File: src/rtl/alu_share_arbiter.sv
// alu_share_arbiter: two-requester arbiter for one shared ALU, with a one-entry registered
// response buffer, the CPSR flag register and saturating per-requester grant counters.
module alu_share_arbiter #(
  parameter bit PRIO_FIXED = 1'b0,
  parameter int CNT_W      = 16
) (
  input  logic             clk,
  input  logic             rst_n,
  input  logic             req0_valid,
  input  logic             req1_valid,
  output logic             req0_ready,
  output logic             req1_ready,
  input  logic [31:0]      req0_op1,
  input  logic [31:0]      req0_op2,
  input  logic [31:0]      req1_op1,
  input  logic [31:0]      req1_op2,
  input  logic [3:0]       req0_opcode,
  input  logic [3:0]       req1_opcode,
  input  logic             req0_set_cond,
  input  logic             req1_set_cond,
  output logic [31:0]      alu_op1,
  output logic [31:0]      alu_op2,
  output logic [3:0]       alu_opcode,
  output logic             alu_set_cond,
  input  logic [31:0]      alu_result,
  input  logic             alu_n,
  input  logic             alu_z,
  input  logic             alu_c,
  input  logic             alu_v,
  output logic             rsp_valid,
  input  logic             rsp_ready,
  output logic             rsp_id,
  output logic [31:0]      rsp_result,
  output logic [3:0]       rsp_nzcv,
  output logic [3:0]       cpsr_nzcv,
  output logic [CNT_W-1:0] grant_cnt0,
  output logic [CNT_W-1:0] grant_cnt1,
  output logic             busy
);
  typedef enum logic {EMPTY, FULL} rsp_state_e;
  rsp_state_e       state_q, state_d;
  logic             last_grant_q, last_grant_d;
  logic             rsp_id_q, rsp_id_d;
  logic [31:0]      rsp_result_q, rsp_result_d;
  logic [3:0]       rsp_nzcv_q, rsp_nzcv_d;
  logic [3:0]       cpsr_q, cpsr_d;
  logic [CNT_W-1:0] cnt0_q, cnt0_d, cnt1_q, cnt1_d;
  logic             slot_free, win0, win1, grant, gid;
  logic [3:0]       flags;
  always_comb begin
    slot_free    = (state_q == EMPTY) | rsp_ready;
    // last_grant = 1 after reset hands the first contention to req0
    win0         = req0_valid & (!req1_valid | PRIO_FIXED | last_grant_q);
    win1         = req1_valid & !win0;
    req0_ready   = rst_n & slot_free & win0;
    req1_ready   = rst_n & slot_free & win1;
    grant        = req0_ready | req1_ready;
    gid          = req1_ready;
    alu_op1      = grant ? (gid ? req1_op1 : req0_op1) : 32'd0;
    alu_op2      = grant ? (gid ? req1_op2 : req0_op2) : 32'd0;
    alu_opcode   = grant ? (gid ? req1_opcode : req0_opcode) : 4'b1101;
    alu_set_cond = grant & (gid ? req1_set_cond : req0_set_cond);
    flags        = {alu_n, alu_z, alu_c, alu_v};
    state_d      = grant ? FULL : (rsp_ready ? EMPTY : state_q);
    last_grant_d = grant ? gid : last_grant_q;
    rsp_id_d     = grant ? gid : rsp_id_q;
    rsp_result_d = grant ? alu_result : rsp_result_q;
    rsp_nzcv_d   = grant ? flags : rsp_nzcv_q;
    cpsr_d       = alu_set_cond ? flags : cpsr_q;
    cnt0_d       = (req0_ready && cnt0_q != '1) ? cnt0_q + CNT_W'(1) : cnt0_q;
    cnt1_d       = (req1_ready && cnt1_q != '1) ? cnt1_q + CNT_W'(1) : cnt1_q;
  end
  always_ff @(posedge clk or negedge rst_n) begin
    if (!rst_n) begin
      state_q      <= EMPTY;
      last_grant_q <= 1'b1;
      rsp_id_q     <= 1'b0;
      rsp_result_q <= '0;
      rsp_nzcv_q   <= '0;
      cpsr_q       <= '0;
      cnt0_q       <= '0;
      cnt1_q       <= '0;
    end else begin
      state_q      <= state_d;
      last_grant_q <= last_grant_d;
      rsp_id_q     <= rsp_id_d;
      rsp_result_q <= rsp_result_d;
      rsp_nzcv_q   <= rsp_nzcv_d;
      cpsr_q       <= cpsr_d;
      cnt0_q       <= cnt0_d;
      cnt1_q       <= cnt1_d;
    end
  end
  assign rsp_valid  = state_q == FULL;
  assign rsp_id     = rsp_id_q;
  assign rsp_result = rsp_result_q;
  assign rsp_nzcv   = rsp_nzcv_q;
  assign cpsr_nzcv  = cpsr_q;
  assign grant_cnt0 = cnt0_q;
  assign grant_cnt1 = cnt1_q;
  assign busy       = rsp_valid | req0_valid | req1_valid;
endmodule
File: config.mk
export PLATFORM = sky130hd
export DESIGN_NAME = alu_share_arbiter
export DESIGN_NICKNAME = d
export VERILOG_FILES = /design/src/rtl/alu_share_arbiter.sv
export SDC_FILE = /design/constraint.sdc
export NUM_CORES = 1
export LEC_CHECK = 0
export ABC_AREA = 0
export BUFFER_PORTS_ARGS = -buffer_cell sky130_fd_sc_hd__buf_2
export CORE_AREA = 2 2 126 128
export CTS_CLUSTER_SIZE = 14
export DETAILED_ROUTE_END_ITERATION = 10
export DIE_AREA = 0 0 128 130
export REMOVE_ABC_BUFFERS = 1
export SLEW_MARGIN = 0
export SYNTH_ARGS = -nofsm -noshare
export SYNTH_HDL_FRONTEND = slang
export SYNTH_SLANG_ARGS = --single-unit
File: constraint.sdc
create_clock -name clk -period 2.1 [get_ports clk]
set_input_delay 0.315 -clock clk [delete_from_list [all_inputs] [get_ports clk]]
set_output_delay 0.315 -clock clk [all_outputs]
set_load 0.05 [all_outputs]
[Word-level counts from Yosys, hierarchy flattened]
Cells that the tools add are included.
Storage, ports and cells
  register bits: 75
  input bits: 179
  output and inout port bits: 146
  logic and storage cells: 38
Cells by class
  add/subtract/negate cells: 2
  equality and inequality tests: 2
  multiplexer cells: 9
  bitwise logic cells: 12
  reductions and logical operators: 5
Operators with widths (count)
  2-to-1 mux 32 bit: 4
  adder 16 x 1 -> 16 bit (second input constant): 2
  inequality test 16 bit (second input constant): 2
  2-to-1 mux 4 bit: 2
  bitwise AND 1 bit: 6
  OR 1 bit: 5
  2-to-1 mux 1 bit: 3
  logical AND 1 bit: 2
  zero test 1 bit: 2
  nonzero test 2 bit: 1
  inverter 1 bit: 1

[Depth between registers and ports, before layout]
Gate-level depths: netlist of run 1.
  depth in word-level cells: 8
  mapped depth: 8
  gate-level depth less buffers: 6

[Least setup slack after synthesis of run 1]
OpenSTA, ideal clock, no wires.
  kind: reg2out
  start: register state_q (netlist: rsp_valid)
  end: output alu_op2[25]
  arrival: 2012 ps
  required time: 1785 ps
  path slack: -227 ps
  stages on the path, launching flop included: 7
  buffers on the path: 2
  cells stage by stage: dfrtp_1 -> nand2b_4 -> nand4_4 -> inv_4 -> buf_6 -> buf_2 -> a22o_1
Between the ends
  longest elaborated chain between the ends: 6
  elaborated cells on any way between the ends: 8
  those cells by class: mux (2); bitwise (6)
RTL lines
  start: declaration: RTL line 41  | rsp_state_e state_q, state_d;
  start signal: assignment: RTL line 84  | state_q <= state_d;
  inverter 1 bit: RTL line 51  | slot_free = (state_q == EMPTY) | rsp_ready;
  OR 1 bit: RTL line 51
  bitwise AND 1 bit (2 in a row): RTL line 55  | req0_ready = rst_n & slot_free & win0;
  named net req0_ready: RTL line 11  | output logic req0_ready,
  OR 1 bit: RTL line 57  | grant = req0_ready | req1_ready;
  2-to-1 mux 32 bit: RTL line 60  | alu_op2 = grant ? (gid ? req1_op2 : req0_op2) : 32'd0;
  end: declaration: RTL line 22  | output logic [31:0] alu_op2,
The timed path passes the listed nets, and every way through them passes these cells.

[Worst setup path after layout of run 1]
  start: register last_grant_q
  end: output alu_op2[16]
Between the ends
  longest elaborated chain between the ends: 7
  elaborated cells on any way between the ends: 9
  those cells by class: mux (2); bitwise (6); reduce/logical (1)
RTL lines
  start: declaration: RTL line 42  | logic last_grant_q, last_grant_d;
  start signal: assignment: RTL line 85  | last_grant_q <= last_grant_d;
  OR 1 bit *: RTL line 53  | win0 = req0_valid & (!req1_valid | PRIO_FIXED | last_grant_q);
  bitwise AND 1 bit *: RTL line 53
  zero test 1 bit: RTL line 54  | win1 = req1_valid & !win0;
  bitwise AND 1 bit: RTL line 54
  bitwise AND 1 bit: RTL line 56  | req1_ready = rst_n & slot_free & win1;
  2-to-1 mux 32 bit or OR 1 bit (tied branches): RTL line 60, 57
  2-to-1 mux 32 bit *: RTL line 60
Mark *: on every way between the ends. The rest lies on a longest branch, timed or not.

==> results of run 1 <==
-- layout make-up --
type / count / area (µm²) / area share [%]
Antenna cell: 6 / 15.0 / 0.212
Tap cell: 192 / 240 / 3.39
Multi-Input combinational cell: 227 / 2050 / 29.0
Timing Repair Buffer: 350 / 2550 / 36.0
Sequential cell: 75 / 1880 / 26.5
Clock buffer: 9 / 225 / 3.18
Inverter: 7 / 46.3 / 0.654
Clock inverter: 7 / 76.3 / 1.08
-- state kept, by name, indices dropped and copies added, names as in the netlist --
name / cells
last_grant_q: 1
rsp_nzcv: 4
cpsr_nzcv: 4
rsp_id: 1
grant_cnt0: 16
rsp_valid: 1
grant_cnt1: 16
rsp_result: 32
-- per-layer routing --
metal	share of wire [%]	track usage, %	vias to the layer above
met5	0.16	0	-
met4	2.4	7.95	4
met3	9.6	8.77	38
met2	49	32.5	197
met1	39	22.3	2013
li1	-	-	1932
-- power by group through the flow --
stage / logic (mW) / registers, mW / clock network, mW
6_report: 3.68 / 2.04 / 1.57
4_1_cts: 3.64 / 2.05 / 1.61
3_5_place_dp: 3.38 / 2.07 / 0
5_1_grt: 3.83 / 2.10 / 1.67
3_3_place_gp: 3.37 / 2.06 / 0
2_1_floorplan: 1.10 / 3.28 / 0
-- worst max-delay path, cell delays in order, from the launching register on --
cell      delay, ns
dfstp_2        0.53
nand2b_4       0.12
nand4_4        0.14
clkinv_8       0.14
buf_12         0.15
a22o_1         0.19
buf_6          0.17
-- synth_stat cells (2+ instances only) --
cell type	instances
xnor2_1	13
nand4_4	2
inv_4	2
nor2_1	17
dfrtp_1	74
o22a_2	3
or3_1	2
nand2_1	16
buf_2	11
a22o_1	65
mux2_2	15
and4_1	4
mux2_1	29
a21oi_1	2
nor3_2	2
and3_1	3
a31oi_1	3
nand3_1	9
inv_1	5
buf_6	5
xor2_1	12
nand4_1	7
nor3_1	2
ha_1	2
-- what timing repair did --
action / 4_1_cts / 5_1_grt
setup buffers: 6 / 2
hold buffers: 1 / 0
endpoints found under the hold margin: 2 / 0
setup endpoints to repair: 66 / 70
gates resized for setup: 137 / 14
gates cloned: 2 / 3
pin swaps: 23 / 3
-- cells by family (layout without fill, tap and decap cells) --
| kind of cell | after synthesis | count (layout) | share of synthesized area (%) |
|---|---|---|---|
| xor+xnor | 25 | 25 | 5.54 |
| mux | 45 | 45 | 12.8 |
| buf+inv | 25 | 373 | 3.89 |
| compound gates | 77 | 77 | 17.0 |
| flops | 75 | 75 | 47.5 |
| other cells | 0 | 6 | 0 |
| fa+ha+maj | 2 | 2 | 0.633 |
| simple gates | 78 | 78 | 12.6 |
-- stage by stage --
| stage | instance area, µm² | utilization, % |
|---|---|---|
| 6_report | 7080 | 45.9 |
| 4_1_cts | 6920 | 44.8 |
| 5_1_grt | 7070 | 45.8 |
| 2_1_floorplan | 3830 | - |
| 3_5_place_dp | 6020 | 39.0 |
| 3_3_place_gp | 6020 | 39.0 |
-- how the worst max path moves through the flow --
stage,start,end,slack (ns),cells past startpoint
floorplan,rsp_valid,alu_op1[0],-0.25,4
global placement,req0_valid,alu_op2[15],0.11,7
detailed placement,req0_valid,alu_op2[15],0.11,7
CTS,last_grant_q,alu_op1[23],-0.07,6
global route,last_grant_q,alu_op1[4],-0.07,6
finish,last_grant_q,alu_op2[16],-0.01,6
==> summary.md, run 1 <==
| Metric | Value |
|---|---|
| Run status | finished with violations |
| Failing checks | setup timing |
| Area delta synth->final | 79.1% |
| H-tree levels | 3 |
| Int Pwr | 3.91 mW |
| Yosys warning total | 0 |
| Async set or reset register ratio after synthesis | 100% |
| Final hold slack | 0.185 ns |
| Number of synthesized register bits | 75 |
| Minimum clock period | 2.11 ns |
| Core Region | 0.0154 mm² |
| Sequential element share of the synthesized area | 47.5% |
| Pin count of the biggest net entering global routing | 75 |
| Cells after synthesis | 327 |
| Period utilization | 101% |
| Synth cell types | 46 |
| Initial antenna violation count | 6 |
| Clock Latency Late Sink | 0.34 ns |
| Vias | 4,184 |
| CTS tree | done |
| Die H | 130 µm |
| Reg2Reg Launch Point | last_grant_q |
| RSZ-0062 raised after global routing | true |
| Via/cell ratio | 4.79 |
| Gr ovfl total | 0 |
| DR iter-0 viols | 226 |
| Critical Path Source Type | flip-flop |
| # DRC | 0 |
| Vias in the first global route | 4,091 |
| Port Buf Inserts | 324 |
| CP endpoint kind | output port |
| Max Clock Skew | 0.00648 ns |
| Worst Max-Slew Pin Slew | 0.949 ns |
| Count of flip-flops with a built-in enable after synthesis | 0 |
| Placed Cells | 838 |
| Combinational share of power | 50.5% |
| Share of cells above drive strength 1 | 61.6% |
| Max-cap violations | 0 |
| WL per Instance | 19.6 µm |
| Clk root buf | clkbuf_16 |
| Full die area | 0.0166 mm² |
| Sw Share | 46.4% |
| Hold Path Stages | 2 |
| Hold crit path type | in2reg |
| Most used DFF post-synth | dfrtp_1 |
| # IOs | 325 |
| Worst VDD drop | 0.960 mV |
| P_sw | 3.38 mW |
| Pleak | 3.60 nW |
| Die Wd | 128 µm |
| Max Fanout on Critical Path | 9 |
| Critical Path AT | 1.80 ns |
| Commonest non-fill, non-tap cell in the layout | buf_2 |
| Synth area leader | dfrtp_1 |
| Design Power | 7.29 mW |
| Post-DP HPWL | 13.4 mm |
| Synth area leaders | dfrtp_1 47%, a22o_1 14%, mux2_1 8.3% |
| Antenna-violating nets left | 0 |
| Post-Syn Area per Cell | 12.1 µm² |
| Setup_tns | -0.0217 ns |
| Drt pass-1 iters | 5 |
| WP data required | 1.78 ns |
| Filler Cell Count | 1,474 |
| Pre-CTS WS | 0.115 ns |
| Yosys top cell area share | 46.9% |
| Routability Congestion | 0.886 |
| Worst R2R Setup Slack | 0.12 ns |
| Final wirelength | 17.1 mm |
| Hold path start | alu_result[17] |
| R2R Path End | rsp_result[28] |
| Commonest cells after routing, fill and taps aside | 253 x buf_2, 74 x dfrtp_1, 59 x buf_6, 51 x a22o_1, 29 x mux2_1 |
| Final hold violation count | 0 |
| Sequential power share | 28.0% |
| CP Class | reg2out |
| Final Worst Setup Slack | -0.0108 ns |
| Clock buffer depth | 2 |
| Reg2Reg Depth | 9 |
| Max-slew headroom | 36.8% |
| Slew Viols, Final | 0 |
| Clock power frac | 21.5% |
| Hold endpoint | rsp_result[17] |
| All-Layer GR Usage | 19.6% |
| Final setup viols | 3 |
| Final nets | 851 |
| Initial Utilization | 25.6% |
| First-pass GRT wire length | 24.0 mm |
| Clock sinks | 75 |
| Finished Layout Cells | 873 |
| Fmax | 0.474 GHz |
| Clock buffer count from CTS | 9 |
| Mapped Area | 0.00395 mm² |
| Cell Pwr Density | 1030 mW/mm² |
| Row count | 46 |
| Worst-path clk slew | 0.06 ns |
No activity file was read; power rests on OpenSTA's default activity.
==> inputs of run 2 (changes only) <==
Settings changed: CORE_AREA 2 2 126 128 to 2 2 127 129, DIE_AREA 0 0 128 130 to 0 0 129 131.
==> run 2 against run 1 <==
- cell area shrank 0.88%
- critical endpoint unchanged
- register-to-register slack gained 0.12 ns
- die area grew 1.6%
- sequential power is essentially flat
- total power shrank 1.3%
- the run now ends clean
==> summary.md, run 2 (same netlist as run 1, synthesis figures left out) <==
| Metric | Value |
|---|---|
| Final hold violation count | 0 |
| Slowest CP cell | dfstp_2 |
| Reg2Reg Launch Point | grant_cnt1[0] |
| Share of cells above drive strength 1 | 62.2% |
| Slew Viols, Final | 0 |
| Top delay family on crit path | flip-flops |
| Drt pass-1 iters | 4 |
| Max-slew headroom | 65.5% |
| Pin count of the biggest net entering global routing | 43 |
| RSZ-0062 raised after global routing | true |
| Max Fanout on Critical Path | 17 |
| Minimum clock period | 2.09 ns |
| Design Power | 7.19 mW |
| Pleak | 3.58 nW |
| Area delta synth->final | 77.5% |
| Post-CTS Hold Fix Bufs | 0 |
| CP Buf/Inv Count | 3 |
| Post-DP HPWL | 12.6 mm |
| Commonest cells after routing, fill and taps aside | 253 x buf_2, 74 x dfrtp_1, 65 x buf_6, 44 x a22o_1, 29 x mux2_1 |
| Worst-path clk slew | 0.06 ns |
| WL per Instance | 18.6 µm |
| Commonest non-fill, non-tap cell in the layout | buf_2 |
| Clock sinks | 75 |
| Clk root buf | clkbuf_16 |
| Die H | 131 µm |
| Fin area | 0.00702 mm² |
| Critical-path cell list | nand2b_4 -> nand4_4 -> clkinv_8 -> buf_12 -> a22o_1 -> buf_6 |
| Gr ovfl total | 0 |
| All-Layer GR Usage | 17.3% |
| Fmax | 0.477 GHz |
| Final nets | 847 |
| Critical Path AT | 1.78 ns |
| Die Wd | 129 µm |
| Vias | 4,134 |
| Cell Pwr Density | 1030 mW/mm² |
| Antenna-violating nets left | 0 |
| # IOs | 325 |
| DR iter-0 viols | 146 |
| Max Clock Skew | 0.00552 ns |
| Worst path depth | 6 |
| Worst R2R Setup Slack | 0.24 ns |
| Routability Congestion | 0.840 |
| Cell Area, Placed | 0.00591 mm² |
| Max reg flops | 32 |
| Setup_tns | 0 ns |
| Final wirelength | 16.5 mm |
| First-pass GRT wire length | 21.8 mm |
| WP data required | 1.78 ns |
| # DRC | 0 |
| Row count | 46 |
| Max-cap violations | 0 |
| Slowest stage delay, CP | 0.55 ns |
| Run status | finished clean |
| Initial antenna violation count | 1 |
| CP Class | reg2out |
| Vias in the first global route | 3,906 |
| Final setup viols | 0 |
| Core Region | 0.0156 mm² |
| Initial Utilization | 25.3% |
| H-tree levels | 3 |
| Reg2Reg Depth | 6 |
| Clock buffer count from CTS | 9 |
| Clock buffer depth | 2 |
| CP endpoint kind | output port |
| Full die area | 0.0169 mm² |
| Via/cell ratio | 4.67 |
| Port Buf Inserts | 324 |
| Worst Max-Slew Pin Slew | 0.517 ns |
| Worst VDD drop | 0.744 mV |
| Critical Path Source Type | flip-flop |
| Period utilization | 99.8% |
| Worst Setup SP | last_grant_q |
| CTS tree | done |
| Clock Latency Late Sink | 0.33 ns |
| Hold crit path type | in2async |
==> run 2: cell types whose count changed in the layout (fill, tap and decap cells not counted), sizes merged <==
cell | before | now
dlygate4sd3 | 1 | 0
clkinvlp | 2 | 0
inv | 8 | 6
buf | 346 | 341
clkbuf | 12 | 16
diode | 6 | 1
==> run 2: layer usage <==
metal,track usage [%],wire length [µm]
met1,21.3,6780
met5,0,0
met2,29.7,8390
met3,3.87,1070
met4,6.46,271
==> run 2: stage by stage <==
stage	hold WS [ns]	utilization, %	instances	setup slack, ns
after detailed placement	0.474	37.9	860	0.180
after global routing	0.181	45.0	886	-0.0702
after floorplan	0.0194	-	309	-0.245
after global placement	0.469	37.9	860	0.182
after CTS	0.159	41.9	874	-0.0423
final	0.119	45.0	886	0.00500
==> run 2: cell type report <==
class	instances	area, µm²
Tap cell	216	270
Inverter	7	46.3
Clock inverter	3	40.0
Antenna cell	1	2.50
Sequential cell	75	1880
Timing Repair Buffer	346	2430
Multi-Input combinational cell	227	2110
Clock buffer	11	243
Fill cell	1517	8580
==> run 2: path summary, 6_finish.rpt <==
check,endpoint
max,alu_op2[16]
min,rsp_result[0]
max reg2reg,grant_cnt1[11]
min reg2reg,grant_cnt1[11]
max in group asynchronous,last_grant_q
min in group clk,rsp_result[3]
==> run 2: repair_timing <==
item | in CTS | in global routing
setup buffers | 0 | 3
endpoints found under the hold margin | 0 | 0
pin swaps | 1 | 24
endpoints found under the setup margin | 67 | 70
cloned | 0 | 8
gates resized for setup | 107 | 60
==> run 2: report_power, final <==
part           total, mW  switching, mW  internal, mW
sequential          2.07          0.263          1.80
clock               1.50          0.569         0.935
combinational       3.62           2.48          1.14
==> inputs of run 3 (changes only) <==
Settings changed: ABC_AREA 0 to 1.
==> run 3 against run 2 <==
- the run now ends with setup timing left
- flip-flop and latch count stayed put
- wire length is 23% higher
- non-clock buffer count is 16 higher
- clock power is 3% higher
- critical path depth stayed put
- die area stayed put
- combinational power is 9.9% higher
- via count is 26% higher
- area after synthesis is 11% higher
- largest cell class unchanged
- highest routed layer is now met5
==> summary.md, run 3 <==
| Metric | Value |
|---|---|
| Run status | finished with violations |
| Failing checks | setup timing |
| Vias | 5,227 |
| Gr ovfl total | 0 |
| Drt pass-1 iters | 4 |
| Clock buffer depth | 2 |
| Worst Max-Slew Pin Slew | 0.863 ns |
| Die H | 131 µm |
| Critical Path AT | 1.80 ns |
| Critical Path Source Type | flip-flop |
| Die Wd | 129 µm |
| Initial antenna violation count | 4 |
| Synth cell types | 28 |
| Yosys warning total | 0 |
| Fin util | 48.6% |
| Hold crit path type | in2async |
| Max-cap violations | 0 |
| Vias in the first global route | 4,595 |
| Post-Syn Area per Cell | 7.77 µm² |
| Synth area leader | dfrtp_1 |
| DR iter-0 viols | 270 |
| Minimum clock period | 2.12 ns |
| CP endpoint kind | output port |
| Slew Viols, Final | 0 |
| Clk root buf | clkbuf_16 |
| Clock sinks | 75 |
| Async set or reset register ratio after synthesis | 100% |
| Placed Cells | 1,093 |
| Mapped Area | 0.00439 mm² |
| Max-slew headroom | 42.4% |
| CTS tree | done |
| Final nets | 1,095 |
| Core Region | 0.0156 mm² |
| # IOs | 325 |
| Metal-1 WL | 8.18 mm |
| Metal2 WL | 10.2 mm |
| Commonest cells after routing, fill and taps aside | 254 x buf_2, 229 x nand2_1, 74 x dfrtp_1, 66 x buf_6, 52 x a22o_1 |
| Fmax | 0.473 GHz |
| Filler Cell Count | 1,514 |
| Area delta synth->final | 72.6% |
| # DRC | 0 |
| Pleak | 4.05 nW |
| Clock Latency Late Sink | 0.34 ns |
| Port Buf Inserts | 324 |
| Design Power | 7.70 mW |
| Met3 Wirelength | 1.51 mm |
| Full die area | 0.0169 mm² |
| Share of cells above drive strength 1 | 46.1% |
| Count leader, synth | nand2_1 |
| Cell Pwr Density | 1020 mW/mm² |
| Final Worst Setup Slack | -0.0156 ns |
| Finished Layout Cells | 1,137 |
| All-Layer GR Usage | 22.2% |
| Routability Congestion | 0.940 |
| Pin count of the biggest net entering global routing | 67 |
| Final wirelength | 20.3 mm |
| Most frequent cells after synthesis | 232 x nand2_1, 74 x dfrtp_1, 65 x a22o_1 |
| First-pass GRT wire length | 27.4 mm |
| Cells after synthesis | 565 |
| Commonest non-fill, non-tap cell in the layout | buf_2 |
| Max reg flops | 32 |
| CP Class | reg2out |
| Max Clock Skew | 0.00705 ns |
| Max Fanout on Critical Path | 9 |
| Clock buffer count from CTS | 9 |
| H-tree levels | 3 |
| Antenna-violating nets left | 0 |
| WP data required | 1.78 ns |
| Row count | 46 |
| RSZ-0062 raised after global routing | true |
| Final hold violation count | 0 |
| Worst-path clk slew | 0.06 ns |
| Post-DP HPWL | 15.3 mm |
| Yosys top cell area share | 42.2% |
| Final setup viols | 4 |
| Via/cell ratio | 4.60 |
| DR top layer | met5 |
| Initial Utilization | 28.1% |
| Period utilization | 101% |
| Worst VDD drop | 0.860 mV |
| Number of synthesized register bits | 75 |
| Most used DFF post-synth | dfrtp_1 |
| WL per Instance | 17.8 µm |
| Synth area leaders | dfrtp_1 42%, nand2_1 20%, a22o_1 13% |
| Count of flip-flops with a built-in enable after synthesis | 0 |
| Sequential element share of the synthesized area | 42.8% |
run 3: cell count changes after synthesis, moves of 7 or more:
cell | before | now
inv_1 | 5 | 31
mux2_1 | 29 | 0
mux2_2 | 15 | 0
nand2_1 | 16 | 232
nand2_2 | 0 | 13
nand3_1 | 9 | 23
nor2_1 | 17 | 39
o21ai_0 | 1 | 12
o21ai_1 | 0 | 7
xor2_1 | 12 | 2
run 3: critical path, cell delays in order, from the launching register on:
cell	delay, ns
dfstp_2	0.56
o21ai_4	0.09
nor2_8	0.18
buf_12	0.16
buf_16	0.13
a22o_1	0.17
buf_6	0.16
run 3: through the flow:
stage	cell area (µm²)	TNS [ns]	hold WS, ns	setup WS (ns)
global placement	6340	0	0.117	0.182
floorplan	4220	-21.83	0.0194	-0.398
CTS	7340	-0.218	-0.240	-0.0457
global route	7570	-1.54	0.0776	-0.0809
finish	7580	-0.0215	0.0897	-0.0156
detailed placement	6340	0	0.117	0.166
run 3: cells by family after synthesis:
kind of cell / count (synthesis) / share of synthesized area, %
DFF: 75 / 42.8
buffers and inverters: 60 / 7.07
AOI/OAI and AO/OA: 92 / 16.3
and+or+nand+nor: 323 / 30.7
adders and majority gates: 2 / 0.570
xor gates and xnor gates: 13 / 2.59
run 3: path summary, 6_finish.rpt:
check,from,endpoint,slack (ns),depth (start not counted)
setup reg to reg,rsp_valid,rsp_result[12],0.15,10
setup / recovery,last_grant_q,alu_op2[24],-0.02,6
max in group asynchronous,rst_n,grant_cnt1[5],1.16,3
hold reg to reg,rsp_result[1],rsp_result[1],0.47,2
hold / removal,rst_n,last_grant_q,0.09,2
min in group clk,alu_result[4],rsp_result[4],0.17,3
run 3: area by class of cell:
| type | count | area, µm² | area share, % |
|---|---|---|---|
| Clock buffer | 9 | 225 | 2.97 |
| Antenna cell | 2 | 5.00 | 0.0660 |
| Sequential cell | 75 | 1880 | 24.8 |
| Multi-Input combinational cell | 431 | 2370 | 31.3 |
| Tap cell | 216 | 270 | 3.57 |
| Timing Repair Buffer | 362 | 2620 | 34.5 |
| Clock inverter | 7 | 68.8 | 0.908 |
| Inverter | 35 | 141 | 1.87 |
run 3: where the power goes:
part	switching, mW	internal (mW)
Sequential	0.350	1.82
Clock	0.627	0.915
Combinational	2.79	1.19
Total	3.77	3.93
run 3: per-layer routing:
| layer | vias up | track usage [%] |
|---|---|---|
| li1 | 2569 | - |
| met1 | 2420 | 27.7 |
| met2 | 216 | 38.4 |
| met3 | 20 | 6.23 |
| met4 | 2 | 5.12 |
| met5 | - | 0 |
run 3: what timing repair did:
item | in CTS | in global routing
gates cloned | 6 | 1
buffers inserted | 11 | 6
endpoints found under the hold margin | 8 | 1
pin swaps | 8 | 8
endpoints found under the setup margin | 69 | 71
hold buffers | 1 | 1
gates resized for setup | 128 | 37
